==> src/rtl/piso_serializer.sv <==
// Parallel-in/serial-out transmitter: accepts a WIDTH-bit word over valid/ready
// and shifts it out one bit per enabled clock with frame_start/frame_done markers.
module piso_serializer #(
  parameter int WIDTH     = 8,
  parameter bit MSB_FIRST = 1'b1
) (
  input  logic             clk,
  input  logic             rst,
  input  logic             load_valid,
  output logic             load_ready,
  input  logic [WIDTH-1:0] load_data,
  input  logic             ser_en,
  output logic             ser_out,
  output logic             ser_valid,
  output logic             frame_start,
  output logic             frame_done
);

  localparam int CNT_W = $clog2(WIDTH);
  localparam logic [CNT_W-1:0] LAST_CNT = CNT_W'(WIDTH - 1);

  typedef enum logic {
    IDLE,
    SHIFT
  } state_e;

  state_e             state_q, state_d;
  logic [WIDTH-1:0]   shift_q, shift_d;
  logic [CNT_W-1:0]   bit_cnt_q, bit_cnt_d;
  logic               frame_done_q, frame_done_d;
  logic               last_bit;
  logic               transfer;

  // The last bit being consumed frees the shifter on the same edge, which is
  // what lets a waiting word follow with no idle gap.
  assign last_bit   = (state_q == SHIFT) && (bit_cnt_q == LAST_CNT) && ser_en;
  assign load_ready = rst && ((state_q == IDLE) || last_bit);
  assign transfer   = load_valid && load_ready;

  always_comb begin
    // NOTE: every signal gets a default first so no path leaves it unassigned,
    // which would otherwise infer a latch.
    state_d      = state_q;
    shift_d      = shift_q;
    bit_cnt_d    = bit_cnt_q;
    frame_done_d = last_bit;

    if (transfer) begin
      state_d   = SHIFT;
      shift_d   = load_data;
      bit_cnt_d = '0;
    end else if ((state_q == SHIFT) && ser_en) begin
      if (last_bit) begin
        state_d   = IDLE;
        shift_d   = '0;
        bit_cnt_d = '0;
      end else begin
        if (MSB_FIRST) shift_d = {shift_q[WIDTH-2:0], 1'b0};
        else           shift_d = {1'b0, shift_q[WIDTH-1:1]};
        bit_cnt_d = bit_cnt_q + 1'b1;
      end
    end
  end

  always_ff @(posedge clk) begin
    // NOTE: non-blocking assignments so every flop samples pre-edge values,
    // independent of statement order.
    if (!rst) begin
      state_q      <= IDLE;
      shift_q      <= '0;
      bit_cnt_q    <= '0;
      frame_done_q <= 1'b0;
    end else begin
      state_q      <= state_d;
      shift_q      <= shift_d;
      bit_cnt_q    <= bit_cnt_d;
      frame_done_q <= frame_done_d;
    end
  end

  assign ser_valid   = (state_q == SHIFT);
  assign ser_out     = ser_valid && shift_q[MSB_FIRST ? WIDTH-1 : 0];
  assign frame_start = ser_valid && (bit_cnt_q == '0);
  assign frame_done  = frame_done_q;

endmodule

==> config.mk <==
export PLATFORM = sky130hd
export DESIGN_NAME = piso_serializer
export DESIGN_NICKNAME = d
export VERILOG_FILES = /design/src/rtl/piso_serializer.sv
export SDC_FILE = /design/constraint.sdc
export NUM_CORES = 1
export LEC_CHECK = 0
export BUFFER_PORTS_ARGS = -buffer_cell sky130_fd_sc_hd__buf_2
export CORE_MARGIN = 1
export CORE_UTILIZATION = 25
export DETAILED_ROUTE_END_ITERATION = 6
export PLACE_DENSITY = 0.45
export SYNTH_ARGS = -nofsm -noshare
export SYNTH_HDL_FRONTEND = slang
export SYNTH_SLANG_ARGS = --single-unit
export TNS_END_PERCENT = 100
==> constraint.sdc <==
create_clock -name clk -period 3.2 [get_ports clk]
set_input_delay 0.16 -clock clk [delete_from_list [all_inputs] [get_ports clk]]
set_output_delay 0.16 -clock clk [all_outputs]
set_load 0.05 [all_outputs]
Word-level counts from Yosys, hierarchy flattened. Cells that the tools add are included.

Logic and storage cells: 28. Input port bits: 12. Output and inout bits: 5. Flip-flop bits (word level): 13.

Add/subtract/negate cells: 1. Equal/unequal tests: 1. Bitwise gates (word level): 2. Reductions and logical operators: 13. Muxes and demuxes: 7.

Operators with widths (count): two-way mux 8 bit (3); logical AND 1 bit (7); nonzero test 2 bit (2); adder 3 x 1 -> 3 bit (second input constant) (1); == test 3 bit (second input constant) (1); zero test 3 bit (1); two-way mux 1 bit (3); two-way mux 3 bit (1); NOT 1 bit (2); AND reduction 2 bit (1); OR reduction 2 bit (1); logical OR 1 bit (1).

Longest topological paths before layout.
Depth in word-level cells: 8. Depth in mapped cells: 6. Mapped depth without buffers: 5.

Worst setup path after synthesis. OpenSTA, ideal clock, no wires.

Kind: register to output. From: register state_q (netlist: ser_valid). To: output port frame_start. Cell stages (with the launch flop): 4. Path buffers: 1. Arrival time: 1.515 ns. Required time: 3.040 ns. Setup slack: 1.525 ns. Cell sequence: dfxtp_1 buf_6 nand2_1 nor2_1.

Cells in the longest elaborated chain, start to end: 1.

RTL lines: start, declared (RTL line 27) `state_e state_q, state_d;`; start signal, assigned (RTL line 74) `state_q <= state_d;`; logical AND 1 bit (RTL line 83) `assign frame_start = ser_valid && (bit_cnt_q == '0);`; end, declared (RTL line 15) `output logic frame_start,`.

No other way between the ends.

Worst setup path in the final report.
From: register bit_cnt_q[0]. To: output port load_ready.

Cells in the longest elaborated chain, start to end: 5.

RTL lines: start, declared (RTL line 29) `logic [CNT_W-1:0] bit_cnt_q, bit_cnt_d;`; start signal, assigned (RTL line 76) `bit_cnt_q <= bit_cnt_d;`; == test 3 bit (RTL line 36) `assign last_bit = (state_q == SHIFT) && (bit_cnt_q == LAST_CNT) && ser_en;`; logical AND 1 bit (2 in a row) (RTL line 36); logical OR 1 bit (RTL line 37) `assign load_ready = rst && ((state_q == IDLE) || last_bit);`; logical AND 1 bit (RTL line 37); end, declared (RTL line 10) `output logic load_ready,`.

No other way between the ends.

==> impl_metrics.py <==
metrics = {
    "run_status": {
        "run_status": "finished with violations",
        "failed_checks": "design-rule violations",
    },
    "clock_network": {
        "htreeDepth": 1,
        "clk_pin_slew_worst_paths_ps": 80,
        "cts_tree": "done",
        "root_buffer": "clkbuf_4",
        "post_cts_resized": 0,
        "post_cts_buffers": 0,
        "numCtsBuffers": 3,
        "cts_sinks": 13,
        "cts_buffer_depth": 2,
        "holdBufCountCts": 0,
        "clock_latency_ps": 270,
    },
    "sta": {
        "slew_violations": 0,
        "whs_ps": 179,
        "worst_pin_slew_ps": 505,
        "period_needed_ps": 2140,
        "fmax_mhz": 468,
        "finalSetupViolations": 0,
        "skew_ps": 2.16,
        "hold_viol": 0,
        "setup_tns_ps": 0,
        "relSlewSlack_pct": 66.3,
        "rsz0062_at_grt": "false",
        "setup_ws_ps": 1060,
        "period_share_pct": 66.8,
    },
    "grt": {
        "antenna_found_initial": 0,
        "grt_util_all_layers_pct": 11.4,
        "grt_start_max_net_pins": 15,
        "grt_pass1_wl_um": 2890,
        "overflow": 0,
        "first_global_vias": 630,
    },
    "routing": {
        "vias": 620,
        "avgRoutedWirePerCell_um": 12.2,
        "ant_nets": 0,
        "vias_per_cell": 4.73,
        "drcViolationCount": 2,
        "finalWirelength_um": 1590,
        "drt_iter0_drc": 9,
        "firstDrtPassIters": 6,
    },
    "power_and_ir_drop": {
        "intPower_mw": 0.251,
        "p_comb_share_pct": 20.6,
        "ir_drop_mv": 0.173,
        "p_per_area_nw_per_um2": 417,
        "power.total_mw": 0.355,
        "p_clk_share_pct": 28.8,
        "switching_share_pct": 29.4,
        "p_leak_nw": 0.353,
        "p_sw_mw": 0.104,
        "sequentialPowerShare_pct": 50.6,
    },
    "synth": {
        "synth_top_area_share_pct": 34.7,
        "ys_seq_area_share_pct": 34.7,
        "synth.largest_area_cell": "dfxtp_1",
        "synth_top_cells_by_area": "dfxtp_1, nor3_1, nor3_2",
        "syn_area_per_cell_um2": 8.71,
        "synth_cell_types": 25,
        "synth_nets": 101,
        "syn_inst": 86,
        "synth-edff-count": 0,
        "syn_area_um2": 749,
        "async_flop_share_pct": 0,
        "ys.warnings.count": 0,
        "ys.flop_type": "dfxtp_1",
        "ys_seq_elements": 13,
        "yosysMostFrequentCell": "nor3_1",
        "synth_common_cells": "nor3_1, dfxtp_1, nor2b_1, nor3_2, o21ai_1",
    },
    "worst_setup_path": {
        "cp_max_fo": 14,
        "worstSetupStartpointType": "flop",
        "end_kind": "output pin",
        "worstPathRequired_ps": 3040,
        "rrSetupSlack_ps": 1530,
        "cp.arrival_ps": 1980,
        "criticalPathCategory": "flop to output pin",
    },
    "cells_and_area": {
        "fin_nets": 116,
        "design_area_um2": 852,
        "antenna_cells": 0,
        "area_delta_synth_final_pct": 13.7,
        "drive_above_1_share_pct": 31.0,
    },
    "worst_hold_path": {
        "hold_path_class": "primary input to flop",
    },
    "placed_design": {
        "place_ws_ps": 1350,
        "gp_congestion": 0.667,
        "io_buffers": 16,
        "placed_area_um2": 826,
        "hpwl_um": 1160,
    },
    "floorplan": {
        "row_count": 19,
        "die-area_um2": 3220,
        "io_pins": 17,
        "start_util_pct": 26.7,
        "core_um2": 2810,
        "die_width_um": 56.8,
        "die_h_um": 56.8,
    },
    "run": {
        "maxCapViolations": 0,
    },
}
cells by family (layout without fill, tap and decap cells):
group | Yosys count | after routing | share of synthesized area (%)
flops | 13 | 13 | 34.7
compound gates | 13 | 13 | 11.9
buf+inv | 9 | 23 | 7.18
mux | 3 | 3 | 4.67
fa+ha+maj | 3 | 3 | 5.01
simple gates | 45 | 45 | 36.6
critical path, stage by stage, from the launching register on:
cell	delay (ps)
dfxtp_1	340
ha_1	200
ha_1	360
a21boi_4	350
and2b_2	250
buf_2	200
final timing paths:
check | end | cells past startpoint | from
max | load_ready | 5 | bit_cnt_q[0]
min | shift_q[5] | 3 | load_data[5]
max reg2reg | shift_q[2] | 5 | bit_cnt_q[0]
min reg2reg | bit_cnt_q[1] | 2 | bit_cnt_q[1]
per-layer routing:
layer,part of all wire (%),vias to the layer above,GRT usage (%),wire [um]
li1,-,326,-,-
met1,50,281,14.5,791
met2,46,11,19.0,738
met3,3.3,2,3.46,53
met4,0.56,0,2.09,9
met5,0,-,0,0
layout by cell type (no fill, tap or decap), types with 3 or more instances in the layout:
master     n
buf_2     16
nor3_1    14
dfxtp_1   13
o21ai_1    7
nor2b_1    7
nor3_2     7
nand2_1    6
nor2_1     4
inv_1      3
ha_1       3
clkbuf_4   3
power by group through the flow:
| stage | Clock [mW] | Combinational, mW | Sequential [mW] |
|---|---|---|---|
| global placement | 0 | 0.0736 | 0.184 |
| finish | 0.102 | 0.0733 | 0.180 |
| CTS | 0.109 | 0.0743 | 0.180 |
| floorplan | 0 | 0.0573 | 0.183 |
| global route | 0.116 | 0.0812 | 0.181 |
| detailed placement | 0 | 0.0739 | 0.183 |
cell type report:
| cell class | instances | area, um^2 |
|---|---|---|
| timing repair buffer | 16 | 80.1 |
| sequential | 13 | 260 |
| fill | 314 | 1950 |
| clock buffer | 4 | 26.3 |
| inverter | 3 | 11.3 |
| multi-input combinational | 64 | 435 |
| tap | 31 | 38.8 |
registers in the layout, summed over array words and instances (netlist names):
register    flops
frame_done      1
bit_cnt_q       3
shift_q         8
ser_valid       1
through the flow:
stage,util [%],cells
3_3_place_gp,29.4,127
6_report,30.4,131
5_1_grt,30.4,131
3_5_place_dp,29.4,127
4_1_cts,30.4,131
2_1_floorplan,-,86
(Power assumes the default switching activity.)
